===== config.mk =====
export PLATFORM = sky130hd
export DESIGN_NAME = pipelined_addertree_acc
export DESIGN_NICKNAME = d
export VERILOG_FILES = /design/src/rtl/pipelined_addertree_acc.sv
export SDC_FILE = /design/constraint.sdc
export NUM_CORES = 2
export LEC_CHECK = 0
export ABC_AREA = 1
export CAP_MARGIN = 20
export CORE_MARGIN = 2
export CORE_UTILIZATION = 60
export CTS_BUF_LIST = sky130_fd_sc_hd__clkbuf_16
export DETAILED_ROUTE_END_ITERATION = 16
export HOLD_SLACK_MARGIN = 0.02
export PLACE_DENSITY = 0.85
export SETUP_SLACK_MARGIN = 0.02
export SLEW_MARGIN = 20
export SYNTH_ARGS = -nofsm -noshare
export SYNTH_HDL_FRONTEND = slang
export SYNTH_SLANG_ARGS = --single-unit
export TNS_END_PERCENT = 100

===== constraint.sdc =====
create_clock -name clk_i -period 58 [get_ports clk_i]
set_input_delay 11.6 -clock clk_i [delete_from_list [all_inputs] [get_ports clk_i]]
set_output_delay 11.6 -clock clk_i [all_outputs]
set_load 0.01 [all_outputs]

===== src/rtl/pipelined_addertree_acc.sv =====
// Registered binary adder tree (LEVELS stages) feeding a multi-beat accumulator; in_last -> out_valid after LEVELS+1 cycles.
// A held output (out_valid && !out_ready) freezes every stage; define ADDERTREE_SATURATE_EN to clamp instead of wrap on narrowing.
module pipelined_addertree_acc #(
  parameter int DATA_WIDTH = 8,
  parameter int LENGTH     = 42,
  parameter int MAX_BEATS  = 16,
  parameter int OUT_WIDTH  = DATA_WIDTH + $clog2(LENGTH) + $clog2(MAX_BEATS)
) (
  input  logic                                 clk_i,
  input  logic                                 reset_i,
  input  logic [LENGTH-1:0][DATA_WIDTH-1:0]    in_addends_i,
  input  logic                                 in_last_i,
  input  logic                                 in_valid_i,
  output logic                                 in_ready_o,
  output logic signed [OUT_WIDTH-1:0]          out_sum_o,
  output logic                                 out_valid_o,
  input  logic                                 out_ready_i,
  output logic                                 out_err_o,
  output logic                                 out_sat_o
);

  localparam int LEVELS    = $clog2(LENGTH);
  localparam int ACC_WIDTH = DATA_WIDTH + LEVELS + $clog2(MAX_BEATS);
  localparam int TW        = DATA_WIDTH + LEVELS;
  localparam int NL        = (LEVELS > 0) ? LEVELS : 1;
  localparam int CW        = $clog2(MAX_BEATS + 1);

  function automatic int cnt_at(input int k);
    int n;
    n = LENGTH;
    for (int j = 0; j < k; j++) n = (n + 1) / 2;
    return n;
  endfunction

  logic                        stall;
  logic signed [TW-1:0]        lvl0   [LENGTH];
  logic signed [TW-1:0]        cur    [LENGTH];
  logic signed [TW-1:0]        tree_d [NL][LENGTH];
  logic signed [TW-1:0]        tree_q [NL][LENGTH];
  logic [NL-1:0]               vld_q, last_q;
  logic signed [TW-1:0]        tree_sum;
  logic                        tree_vld, tree_last;

  logic signed [ACC_WIDTH-1:0] acc_q, acc_d, base_acc;
  logic [CW-1:0]               cnt_q, cnt_d, base_cnt;
  logic                        err_q, err_d, first_q;
  logic                        out_valid_q, out_err_q, out_sat_q, out_sat_d;
  logic signed [OUT_WIDTH-1:0] out_sum_q, out_sum_d;

  assign stall      = out_valid_q && !out_ready_i;
  assign in_ready_o = !stall;

  always_comb begin
    for (int i = 0; i < LENGTH; i++) lvl0[i] = TW'($signed(in_addends_i[i]));
  end

  // Each level pairs neighbours; an odd trailing element passes straight through.
  always_comb begin
    tree_d = '{default: '0};
    cur    = lvl0;
    for (int k = 0; k < LEVELS; k++) begin
      if (k == 0) cur = lvl0;
      else        cur = tree_q[k-1];
      for (int i = 0; i < LENGTH; i++) begin
        if (2*i + 1 < cnt_at(k))       tree_d[k][i] = cur[2*i] + cur[2*i+1];
        else if (2*i + 1 == cnt_at(k)) tree_d[k][i] = cur[2*i];
      end
    end
  end

  always_ff @(posedge clk_i or posedge reset_i) begin
    if (reset_i) begin
      tree_q <= '{default: '0};
      vld_q  <= '0;
      last_q <= '0;
    end else if (!stall) begin
      tree_q    <= tree_d;
      vld_q[0]  <= in_valid_i;
      last_q[0] <= in_last_i;
      for (int k = 1; k < NL; k++) begin
        vld_q[k]  <= vld_q[k-1];
        last_q[k] <= last_q[k-1];
      end
    end
  end

  generate
    if (LEVELS == 0) begin : g_flat
      always_comb begin
        tree_sum  = lvl0[0];
        tree_vld  = in_valid_i;
        tree_last = in_last_i;
      end
    end else begin : g_tree
      always_comb begin
        tree_sum  = tree_q[LEVELS-1][0];
        tree_vld  = vld_q[LEVELS-1];
        tree_last = last_q[LEVELS-1];
      end
    end
  endgenerate

  always_comb begin
    base_acc = first_q ? '0 : acc_q;
    base_cnt = first_q ? '0 : cnt_q;
    acc_d    = base_acc + ACC_WIDTH'(tree_sum);
    err_d    = (!first_q && err_q) || (base_cnt == CW'(MAX_BEATS));
    cnt_d    = (base_cnt == CW'(MAX_BEATS)) ? base_cnt : base_cnt + CW'(1);
  end

`ifdef ADDERTREE_SATURATE_EN
  logic signed [ACC_WIDTH-1:0] acc_hi;
  always_comb begin
    acc_hi    = acc_d >>> (OUT_WIDTH - 1);
    out_sat_d = 1'b0;
    out_sum_d = acc_d[OUT_WIDTH-1:0];
    // Upper bits not all equal to the sign bit means the value does not fit.
    if (!(acc_hi == '0 || acc_hi == '1)) begin
      out_sat_d = 1'b1;
      out_sum_d = acc_d[ACC_WIDTH-1] ? {1'b1, {(OUT_WIDTH-1){1'b0}}}
                                     : {1'b0, {(OUT_WIDTH-1){1'b1}}};
    end
  end
`else
  always_comb begin
    out_sum_d = acc_d[OUT_WIDTH-1:0];
    out_sat_d = 1'b0;
  end
`endif

  always_ff @(posedge clk_i or posedge reset_i) begin
    if (reset_i) begin
      acc_q       <= '0;
      cnt_q       <= '0;
      err_q       <= 1'b0;
      first_q     <= 1'b1;
      out_valid_q <= 1'b0;
      out_sum_q   <= '0;
      out_err_q   <= 1'b0;
      out_sat_q   <= 1'b0;
    end else if (!stall) begin
      if (tree_vld) begin
        acc_q   <= acc_d;
        cnt_q   <= cnt_d;
        err_q   <= err_d;
        first_q <= tree_last;
      end
      out_valid_q <= tree_vld && tree_last;
      if (tree_vld && tree_last) begin
        out_sum_q <= out_sum_d;
        out_err_q <= err_d;
        out_sat_q <= out_sat_d;
      end
    end
  end

  assign out_sum_o   = out_sum_q;
  assign out_valid_o = out_valid_q;
  assign out_err_o   = out_err_q;
  assign out_sat_o   = out_sat_q;

endmodule


# Yosys cells after proc, flatten, opt, wreduce, memory -nomap -nowiden
# Index checks and enable logic that the tools add are counted.
# Widths: inputs -> output; s select.
[word_totals] romBits=0 word_cells=110 output_inout_bits=22 mem_count=0 mem_bits_rw=0 regBits=673 latch_bits=0
[op_classes] add_sub_neg=43 order_cmp=0 n_div=0 reduce_logical=9 multipliers=0 shift=0 muxes=3 bitwise_logic=1 n_eq_ne=1
[op_table] op="$add 14x14->14" n=20
[op_table] op="$add 8x8->9" n=21
[op_table] op="$add 18x14->18" n=1
[op_table] op="$mux 18" n=1
[op_table] op="$mux 5" n=2
[op_table] op="$add 5x1->5 const B" n=1
[op_table] op="$eq 5x5->1 const B" n=1
[op_table] op="$reduce_and 2->1" n=2
[op_table] op="$logic_and 1x1->1" n=3
[op_table] op="$logic_not 1->1" n=3
[op_table] op="$logic_or 1x1->1" n=1
[op_table] op="$not 1->1" n=1

# Logic depth before layout (Yosys ltp)
[logic_depth] depth_word=4 mapped_depth=15 mapped_depth_nobuf=14

# Worst setup path before layout
# No wires, ideal clock.
[synth_timing] path_type="input -> output" start="in out_ready_i" end="out in_ready_o" t_required_ns=46.400 stages=6 n_path_buf=4 slack_ns=34.033 arrival_ns=12.367 path_cell_list="nor2_4 -> buf_6 -> inv_2 -> buf_6 -> buf_6 -> buf_2"
[synth_between] elab_chain_len=3
[synth_rtl] element="from (decl)" line="17" text="input logic out_ready_i,"
[synth_rtl] element="$logic_not 1->1" line="50" text="assign stall = out_valid_q && !out_ready_i;"
[synth_rtl] element="$logic_and 1x1->1" line="50"
[synth_rtl] element="$logic_not 1->1"
[synth_rtl] element="to (decl)" line="14" text="output logic in_ready_o,"
# Every way passes these cells.

# Final worst setup path
# Ends and elaborated chain as after synthesis.

==> flow_metrics.tcl <==
set metrics [dict create \
    drc 0 \
    p_per_area_nw_per_um2 57.2 \
    p_int_mw 1.37 \
    clock_sinks 558 \
    hold_slack_ns 0.463 \
    seqPwrFrac_pct 28.3 \
    synth_cell_types 36 \
    setup_viol 0 \
    grt_max_degree 238 \
    h-tree-depth 2 \
    utilization_pct 70.5 \
    drtAntennaViolNets 0 \
    combPwrFrac_pct 56.7 \
    tightest_slew_ns 1.07 \
    synth.most_common_cell "nand2_1" \
    path_clk_slew_ns 0.06 \
    seq_area_um2 14000 \
    worstSetupPathType "primary input to output port" \
    clockBufferDepth 3 \
    grt_antenna_before_repair 0 \
    yosysTopAreaCell "dfrtp_1" \
    grt_overflow 0 \
    numCtsBuffers 59 \
    cp-end-kind "output port" \
    multi_input_area_um2 21800 \
    nNetsFinal 6166 \
    ys.flop_type "dfrtp_1" \
    switching_share_pct 46.1 \
    fp.dieH_um 256 \
    cts_resized 0 \
    grt_pass1_wl_um 152000 \
    worst_hold_path_type "flip-flop to flip-flop" \
    fp.dieArea_um2 65700 \
    root_buffer "clkbuf_16" \
    yosysSeqAreaShare_pct 36.6 \
    finalSetupTns_ns 0 \
    rows 92 \
    drv_cap 0 \
    dpl_worst_slack_ns 33.07 \
    crit_path_start_kind "primary input" \
    yosysWarnings 0 \
    power.leakage_nw 22.5 \
    post_drt_wl_per_cell_um 14.2 \
    drt-vias-per-instance 5.41 \
    hold_violations 0 \
    initial_core_util_pct 60.6 \
    clkPwrFrac_pct 15.1 \
    clk_latency_ns 0.63 \
    drtIter0Drc 2197 \
    synth_area_um2 38200 \
    drive_gt1_share_pct 2.84 \
    yosysTopAreaCellShare_pct 36.5 \
    netlist_top_cells_count "nand2_1 (1,683), dfrtp_1 (557), inv_1 (489), ha_1 (407), nand3_1 (363)" \
    die_w_um 256 \
    syn_inst 5057 \
    synth_edf_count 0 \
    irDropWorstVdd_uv 30.3 \
    p_total_mw 2.54 \
    crit_arrival_ns 13.35 \
    io_pins 363 \
    required_ns 46.40 \
    grt_util_all_layers_pct 27.2 \
    routed_wl_um 89100 \
    place.gp.congestion 0.919 \
    fmax_mhz 40.1 \
    synth-async-reset-ratio_pct 100 \
    fillers 5056 \
    grt_pass1_vias 32714 \
    finalClockSkew_ns 0.0192 \
    syn2layout_area_growth_pct 16.2 \
    ys_ff_latch 558 \
    cts-hold-fix-buffers 0 \
    antennaDiodeCount 0 \
    drt-pass1-iter-count 5 \
    io_buffers 361 \
    period_share_pct 43.0 \
    path_max_fanout 99 \
    fin_crit_ns 24.95 \
    syn_nets 5847 \
    core_area_um2 63000 \
    status "finished clean" \
    synth.top_cells.by_area "dfrtp_1 (37%), nand2_1 (17%), ha_1 (13%)" \
    setup_slack_ns 33.05 \
    syn_area_per_cell_um2 7.55 \
    cts_tree "yes" \
    post-dp-hpwl_um 66700 \
    drv_slew 0 \
    p_sw_mw 1.17 \
    vias 33950 \
    rsz0062_at_grt "false" \
    timing.slew.headroom_pct 28.7 \
    postCtsSetupBuffers 0 \
]
cell type report:
cell class | instances | share of cell area [%]
timing repair buffer | 377 | 8.44
clock inverter | 49 | 1.01
inverter | 492 | 4.20
multi-input combinational | 3888 | 49.1
sequential | 558 | 31.5
tap | 846 | 2.39
clock buffer | 60 | 3.38
worst max-delay path, cell delays in order:
cell and delay (ns):
clkdlybuf4s50_1 0.51, nor2_4 0.10, inv_8 0.41, clkdlybuf4s50_1 0.65
layer usage:
metal	GRT usage, %	part of all wire [%]	vias to the layer above	wire, um
met5	0	0	-	0
met4	8.04	2.6	0	2320
met3	2.44	3.9	146	3430
met2	46.4	48	700	42700
met1	36.9	46	15838	40600
li1	-	-	17266	-
path summary, 6_finish.rpt:
kind,from,end,slack [ns],cells after the start
max,out_ready_i,in_ready_o,33.05,4
min,tree_d[2271],tree_q[2271],0.46,2
max reg2reg,out_valid_o,tree_q[2840],54.44,8
min reg2reg,tree_d[2271],tree_q[2271],0.46,2
max in group asynchronous,reset_i,tree_q[3339],44.16,4
min in group asynchronous,reset_i,tree_q[3260],11.48,2
through the flow:
stage | std cells | instance area (um2)
floorplan | 5057 | 38200
global placement | 6161 | 42400
detailed placement | 6161 | 42400
CTS | 6270 | 44400
global route | 6270 | 44400
finish | 6270 | 44400
power by group through the flow:
stage	clock network (mW)	logic [mW]	registers [mW]
2_1_floorplan	0	1.09	0.674
3_3_place_gp	0	1.37	0.714
3_5_place_dp	0	1.41	0.718
4_1_cts	0.386	1.43	0.715
5_1_grt	0.403	1.65	0.736
6_report	0.382	1.44	0.717
registers in the layout, indices dropped and copies added, names as in the netlist:
name	cells
tree_q	427
out_err_o	1
tree_sum	14
out_sum_o	18
err_q	1
tree_d	32
out_valid_o	1
cnt_q	5
first_q	1
acc_q	18
vld_q	6
last_q	6
cur	28
layout by cell type (no fill, tap or decap), types with 60 or more instances in the layout:
cell             instances
a21oi_1                317
a31oi_1                 66
clkbuf_16               60
clkdlybuf4s50_1        361
dfrtp_1                557
ha_1                   407
inv_1                  498
nand2_1               1683
nand3_1                363
nand4_1                 69
nor2_1                 253
o21ai_0                362
xnor2_1                104
cell families after synthesis:
group                      after synthesis  synth area share [%]
and+or+nand+nor                       2465                  26.6
AOI/OAI and AO/OA                      818                  11.4
buffers and inverters                  611                  6.37
DFF                                    558                  36.6
adders and majority gates              449                  15.5
xor gates and xnor gates               155                  3.56
other                                    1               0.00982
(Power assumes the default switching activity.)
